**src/rtl/pll_reset_sequencer.sv**
```systemverilog
// pll_reset_sequencer
//   Resets the system PLL, waits for a stable lock, then releases NUM_DOMAINS
//   downstream domain resets in order (bit 0 first), one every STAGE_GAP cycles.
//   A lock timeout re-resets the PLL; a lock loss after release re-asserts every
//   domain reset and restarts the whole sequence. Runs on the free-running
//   reference clock, never on a PLL output.
// Ports
//   clk        in   reference clock
//   reset_n    in   synchronous active-low reset
//   pll_locked in   PLL lock indication, asynchronous to clk
//   pll_rst    out  PLL reset, active-high
//   dom_rst_n  out  per-domain resets, active-low, released bit 0 first
//   ready      out  all domains released and lock held
//   retry_cnt  out  lock-timeout retries since reset, saturating at 255
//   loss_cnt   out  lock losses after release, saturating at 255
//                   (present only when PLL_RST_SEQ_LOSS_CNT_EN is defined)
module pll_reset_sequencer #(
  parameter int NUM_DOMAINS   = 3,
  parameter int RST_CYCLES    = 16,
  parameter int LOCK_TIMEOUT  = 50000,
  parameter int STABLE_CYCLES = 1024,
  parameter int STAGE_GAP     = 256
) (
  input  logic                   clk,
  input  logic                   reset_n,
  input  logic                   pll_locked,
  output logic                   pll_rst,
  output logic [NUM_DOMAINS-1:0] dom_rst_n,
  output logic                   ready,
  output logic [7:0]             retry_cnt
`ifdef PLL_RST_SEQ_LOSS_CNT_EN
  ,
  output logic [7:0]             loss_cnt
`endif
);

  localparam int MAX_A = (RST_CYCLES > LOCK_TIMEOUT) ? RST_CYCLES : LOCK_TIMEOUT;
  localparam int MAX_B = (STABLE_CYCLES > STAGE_GAP) ? STABLE_CYCLES : STAGE_GAP;
  localparam int MAX_T = (MAX_A > MAX_B) ? MAX_A : MAX_B;
  localparam int CW    = $clog2(MAX_T);

  // Reload values: a state lasting N cycles loads N-1 and leaves when cnt hits 0.
  localparam logic [CW-1:0] RST_LOAD    = CW'(RST_CYCLES - 1);
  localparam logic [CW-1:0] TOUT_LOAD   = CW'(LOCK_TIMEOUT - 1);
  localparam logic [CW-1:0] STABLE_LOAD = CW'(STABLE_CYCLES - 1);
  localparam logic [CW-1:0] GAP_LOAD    = CW'(STAGE_GAP - 1);

  localparam logic [2:0] S_PLL_RESET = 3'd0;
  localparam logic [2:0] S_WAIT_LOCK = 3'd1;
  localparam logic [2:0] S_STABLE    = 3'd2;
  localparam logic [2:0] S_RELEASE   = 3'd3;
  localparam logic [2:0] S_RUN       = 3'd4;

  logic                   r_lk_s1;
  logic                   r_lk_s;
  logic [2:0]             r_state;
  logic [CW-1:0]          r_cnt;
  logic                   r_pll_rst;
  logic [NUM_DOMAINS-1:0] r_dom_rst_n;
  logic                   r_ready;
  logic [7:0]             r_retry_cnt;
  logic [7:0]             r_loss_cnt;
  logic                   w_cnt_zero;
  logic                   w_all_released;
  logic [NUM_DOMAINS-1:0] w_dom_next;

  assign w_cnt_zero     = (r_cnt == '0);
  assign w_all_released = &r_dom_rst_n;
  // Thermometer shift: releases exactly the next bit, so order is structural.
  assign w_dom_next     = (r_dom_rst_n << 1) | NUM_DOMAINS'(1);

  always_ff @(posedge clk) begin
    if (!reset_n) begin
      r_lk_s1     <= 1'b0;
      r_lk_s      <= 1'b0;
      r_state     <= S_PLL_RESET;
      // Reset enters PLL_RESET, so the counter takes that state's reload value.
      r_cnt       <= RST_LOAD;
      r_pll_rst   <= 1'b1;
      r_dom_rst_n <= '0;
      r_ready     <= 1'b0;
      r_retry_cnt <= 8'd0;
      r_loss_cnt  <= 8'd0;
    end else begin
      r_lk_s1 <= pll_locked;
      r_lk_s  <= r_lk_s1;
      case (r_state)
        S_PLL_RESET: begin
          if (w_cnt_zero) begin
            r_state   <= S_WAIT_LOCK;
            r_cnt     <= TOUT_LOAD;
            r_pll_rst <= 1'b0;
          end else begin
            r_cnt <= r_cnt - 1'b1;
          end
        end
        S_WAIT_LOCK: begin
          if (r_lk_s) begin
            r_state <= S_STABLE;
            r_cnt   <= STABLE_LOAD;
          end else if (w_cnt_zero) begin
            r_state   <= S_PLL_RESET;
            r_cnt     <= RST_LOAD;
            r_pll_rst <= 1'b1;
            if (r_retry_cnt != 8'hff) r_retry_cnt <= r_retry_cnt + 8'd1;
          end else begin
            r_cnt <= r_cnt - 1'b1;
          end
        end
        S_STABLE: begin
          if (!r_lk_s) begin
            r_state <= S_WAIT_LOCK;
            r_cnt   <= TOUT_LOAD;
          end else if (w_cnt_zero) begin
            r_state <= S_RELEASE;
            // Zero so bit 0 releases on the first RELEASE edge.
            r_cnt   <= '0;
          end else begin
            r_cnt <= r_cnt - 1'b1;
          end
        end
        S_RELEASE, S_RUN: begin
          if (!r_lk_s) begin
            r_state     <= S_PLL_RESET;
            r_cnt       <= RST_LOAD;
            r_pll_rst   <= 1'b1;
            r_dom_rst_n <= '0;
            r_ready     <= 1'b0;
            if (r_loss_cnt != 8'hff) r_loss_cnt <= r_loss_cnt + 8'd1;
          end else if (r_state == S_RELEASE) begin
            if (w_all_released) begin
              r_state <= S_RUN;
              r_ready <= 1'b1;
            end else if (w_cnt_zero) begin
              r_dom_rst_n <= w_dom_next;
              r_cnt       <= GAP_LOAD;
            end else begin
              r_cnt <= r_cnt - 1'b1;
            end
          end
        end
        default: begin
          r_state     <= S_PLL_RESET;
          r_cnt       <= RST_LOAD;
          r_pll_rst   <= 1'b1;
          r_dom_rst_n <= '0;
          r_ready     <= 1'b0;
        end
      endcase
    end
  end

  assign pll_rst   = r_pll_rst;
  assign dom_rst_n = r_dom_rst_n;
  assign ready     = r_ready;
  assign retry_cnt = r_retry_cnt;

`ifdef PLL_RST_SEQ_LOSS_CNT_EN
  assign loss_cnt = r_loss_cnt;
`else
  logic w_loss_unused;
  assign w_loss_unused = ^r_loss_cnt;
`endif

endmodule

```
**config.mk**
```make
export PLATFORM = sky130hd
export DESIGN_NAME = pll_reset_sequencer
export DESIGN_NICKNAME = d
export VERILOG_FILES = /design/src/rtl/pll_reset_sequencer.sv
export SDC_FILE = /design/constraint.sdc
export NUM_CORES = 1
export LEC_CHECK = 0
export CAP_MARGIN = 20
export CORE_UTILIZATION = 49
export DETAILED_ROUTE_END_ITERATION = 12
export DONT_BUFFER_PORTS = 1
export MAX_ROUTING_LAYER = met4
export PLACE_DENSITY = 0.71
export SLEW_MARGIN = 20
export SYNTH_ARGS = -nofsm -noshare
export SYNTH_HDL_FRONTEND = slang
export SYNTH_SLANG_ARGS = --single-unit
```
**constraint.sdc**
```tcl
create_clock -name clk -period 2.3 [get_ports clk]
set_input_delay 0.46 -clock clk [delete_from_list [all_inputs] [get_ports clk]]
set_output_delay 0.46 -clock clk [all_outputs]
set_load 0.005 [all_outputs]
```
==> out/qor.csv <==
metric;value;unit
max_freq;467;MHz
synth_most_common_cell;nor2_1;
layout-drive-gt1-share;0.152;
syn_nets;284;
yosysTopAreaCellShare;0.318;
post-route-period-util;0.931;
gr-total-overflow;0;
vias;2184;
wl_per_cell;16.2;µm
tns;0;ns
place_ws;0.170;ns
max-vdd-ir-drop;0.346;mV
post-dp-hpwl;4210;µm
cp_data_arrival_time;2.38;ns
crit_family;simple AND/OR/NAND/NOR gates;
crit_fanout;6;
dieArea;0.00463;mm²
synthesis.area;0.00214;mm²
syn_to_final_growth;13.7;%
path_cells;inv_1 > ha_1 > nor3b_4 > buf_6 > nand3_4 > nor4_4 > nand4_4 > or4_1 > nand2_1;
synthCells;279;
cp.depth;9;
reg2reg_depth;9;
fillCellCount;389;
synth-simple-area-share;0.359;
dr.first_iter.drc_count;149;
synth.avg_cell_area;7.67;µm²
power_density;477;mW/mm²
start_util;0.524;
drv_slew;0;
holdWs;0.240;ns
numCtsBuffers;5;
drc_errors;0;
cpMaxStageDelayCell;or4_1;
place_congestion;0.962;
setup_viol;0;
critPathCaptureType;register;
worstHoldPathType;input port to register;
antenna_found_initial;0;
skew;0.00690;ns
synth_edf_count;0;
cts-root-buf;clkbuf_8;
synthArstFlopShare;0;
cts.sinks;34;
nets;301;
grt_pass1_wl;9370;µm
post-route-util;0.595;
core-area;0.00409;mm²
tightest_slew;0.505;ns
drv_cap;0;
fin_area;0.00243;mm²
grt_max_degree;15;
synth_area_leaders;dfxtp_1 32%, nor2_1 7.5%, o21ai_0 5.1%;
start_kind;register;
power.static_leakage;1.00;nW
path_buf_inv;2;
crit_required;2.54;ns
synth.distinct_cells;57;
yosysSeqAreaShare;0.318;
insertion_delay;0.29;ns
synth_compound_area_frac;0.229;
period_minus_slack;2.14;ns
io_buffers;0;
cts_tree;built;
finalWirelength;5630;µm
rsz0062_at_grt;no;
slew-limit-headroom;0.661;
ys_seq_elements;34;
status;complete, no violations;
hold_violations;0;
grt_use_total;0.279;
worst_slack;0.159;ns
critPathKind;register to register;
post-cts-setup-buffer-count;0;
insertedDiodeCount;0;
whs_path_depth;1;
clkSlewWorstSetupHoldPaths;0.07;ns
synth_ff_type;dfxtp_1;
synth_xor_area_frac;0.0287;
dpl-instance-area;0.00232;mm²
yosys-top-cells-count;43 x nor2_1, 34 x dfxtp_1, 24 x nand2_1;
rows;23;
dieWidth;68.1;µm
htree_num_levels;2;
grt_pass1_vias;1947;
synth_top_family_by_area;simple AND/OR/NAND/NOR gates;
drtAntennaViolNets;0;
synthMuxAreaShare;0.0140;
yosys_warnings;0;
cpPeakStageDelay;0.42;ns
cts_buffer_depth;2;
synth-adder-area-share;0.0117;
drt-pass1-iter-count;5;
die_y;68.1;µm
avgViaCountPerCell;6.29;
ios;16;
yosys.area.top_type;dfxtp_1;
## routing by layer
metal,vias up,routed length (µm),track usage
li1,1063,-,-
met1,1006,2540,0.363
met2,94,2510,0.420
met3,21,418,0.0467
met4,0,161,0.128
met5,-,0,-
## report_power, final
group          internal [mW]  switching [mW]  leakage (nW)
sequential             0.598          0.0143         0.275
clock                  0.240           0.221        0.0472
combinational         0.0362          0.0507         0.679
## state kept, by name, summed over array words and instances (netlist names)
register / cells
r_cnt: 16
retry_cnt: 8
dom_rst_n: 3
r_state: 3
pll_rst: 1
r_lk_s: 1
r_lk_s1: 1
ready: 1
## final timing paths
path	startpoint	to	slack, ns
hold reg to reg	r_lk_s1	r_lk_s	0.43
setup reg to reg	r_cnt[0]	retry_cnt[5]	0.16
hold / removal	reset_n	r_cnt[2]	0.24
setup / recovery	r_cnt[0]	retry_cnt[5]	0.16
## worst reg2reg max path: stages, from the launching register on
cell     delay, ns
dfxtp_2       0.35
inv_1         0.07
ha_1          0.18
nor3b_4       0.23
buf_6         0.16
nand3_4       0.09
nor4_4        0.37
nand4_4       0.16
or4_1         0.42
nand2_1       0.07
## cell usage in the layout (no fill, tap or decap), drive strengths merged, types with 3 or more instances in the layout
cell type and instances:
nor2 43, dfxtp 34, nand2 24, o21ai 23, buf 23, a21oi 17, nand3 15, nor3 10
nor4 9, inv 7, a21o 7, or4 6, clkbuf 6, nand4 6, xor2 5, nand2b 5
a221oi 3, a22oi 3, mux2i 3, nor3b 3, clkinv 3, and2 3
## area by class of cell
cell class / instances / area, µm² / share of cell area
Sequential cell: 34 / 682 / 0.280
Clock buffer: 6 / 82.6 / 0.0340
Inverter: 9 / 33.8 / 0.0139
Tap cell: 50 / 62.6 / 0.0257
Clock inverter: 2 / 12.5 / 0.00514
Multi-Input combinational cell: 223 / 1380 / 0.568
Timing Repair Buffer: 23 / 176 / 0.0725
## stage by stage
stage | instances | power (mW)
after floorplan | 279 | 0.689
after global placement | 339 | 0.708
after detailed placement | 339 | 0.710
after CTS | 347 | 1.17
after global routing | 347 | 1.21
final | 347 | 1.16
## cells by family (layout without fill, tap and decap cells)
| logic type | count (synthesis) | after routing |
|---|---|---|
| and+or+nand+nor | 135 | 135 |
| AOI/OAI and AO/OA | 76 | 76 |
| DFF | 34 | 34 |
| buffers and inverters | 22 | 40 |
| xor gates and xnor gates | 7 | 7 |
| muxes | 3 | 3 |
| adders and majority gates | 2 | 2 |
## what timing repair did
| item | in CTS | in global routing |
|---|---|---|
| endpoints found under the setup margin | 0 | 5 |
| hold buffers | 0 | 0 |
| gates resized for setup | 0 | 4 |
(Power assumes the default switching activity.)
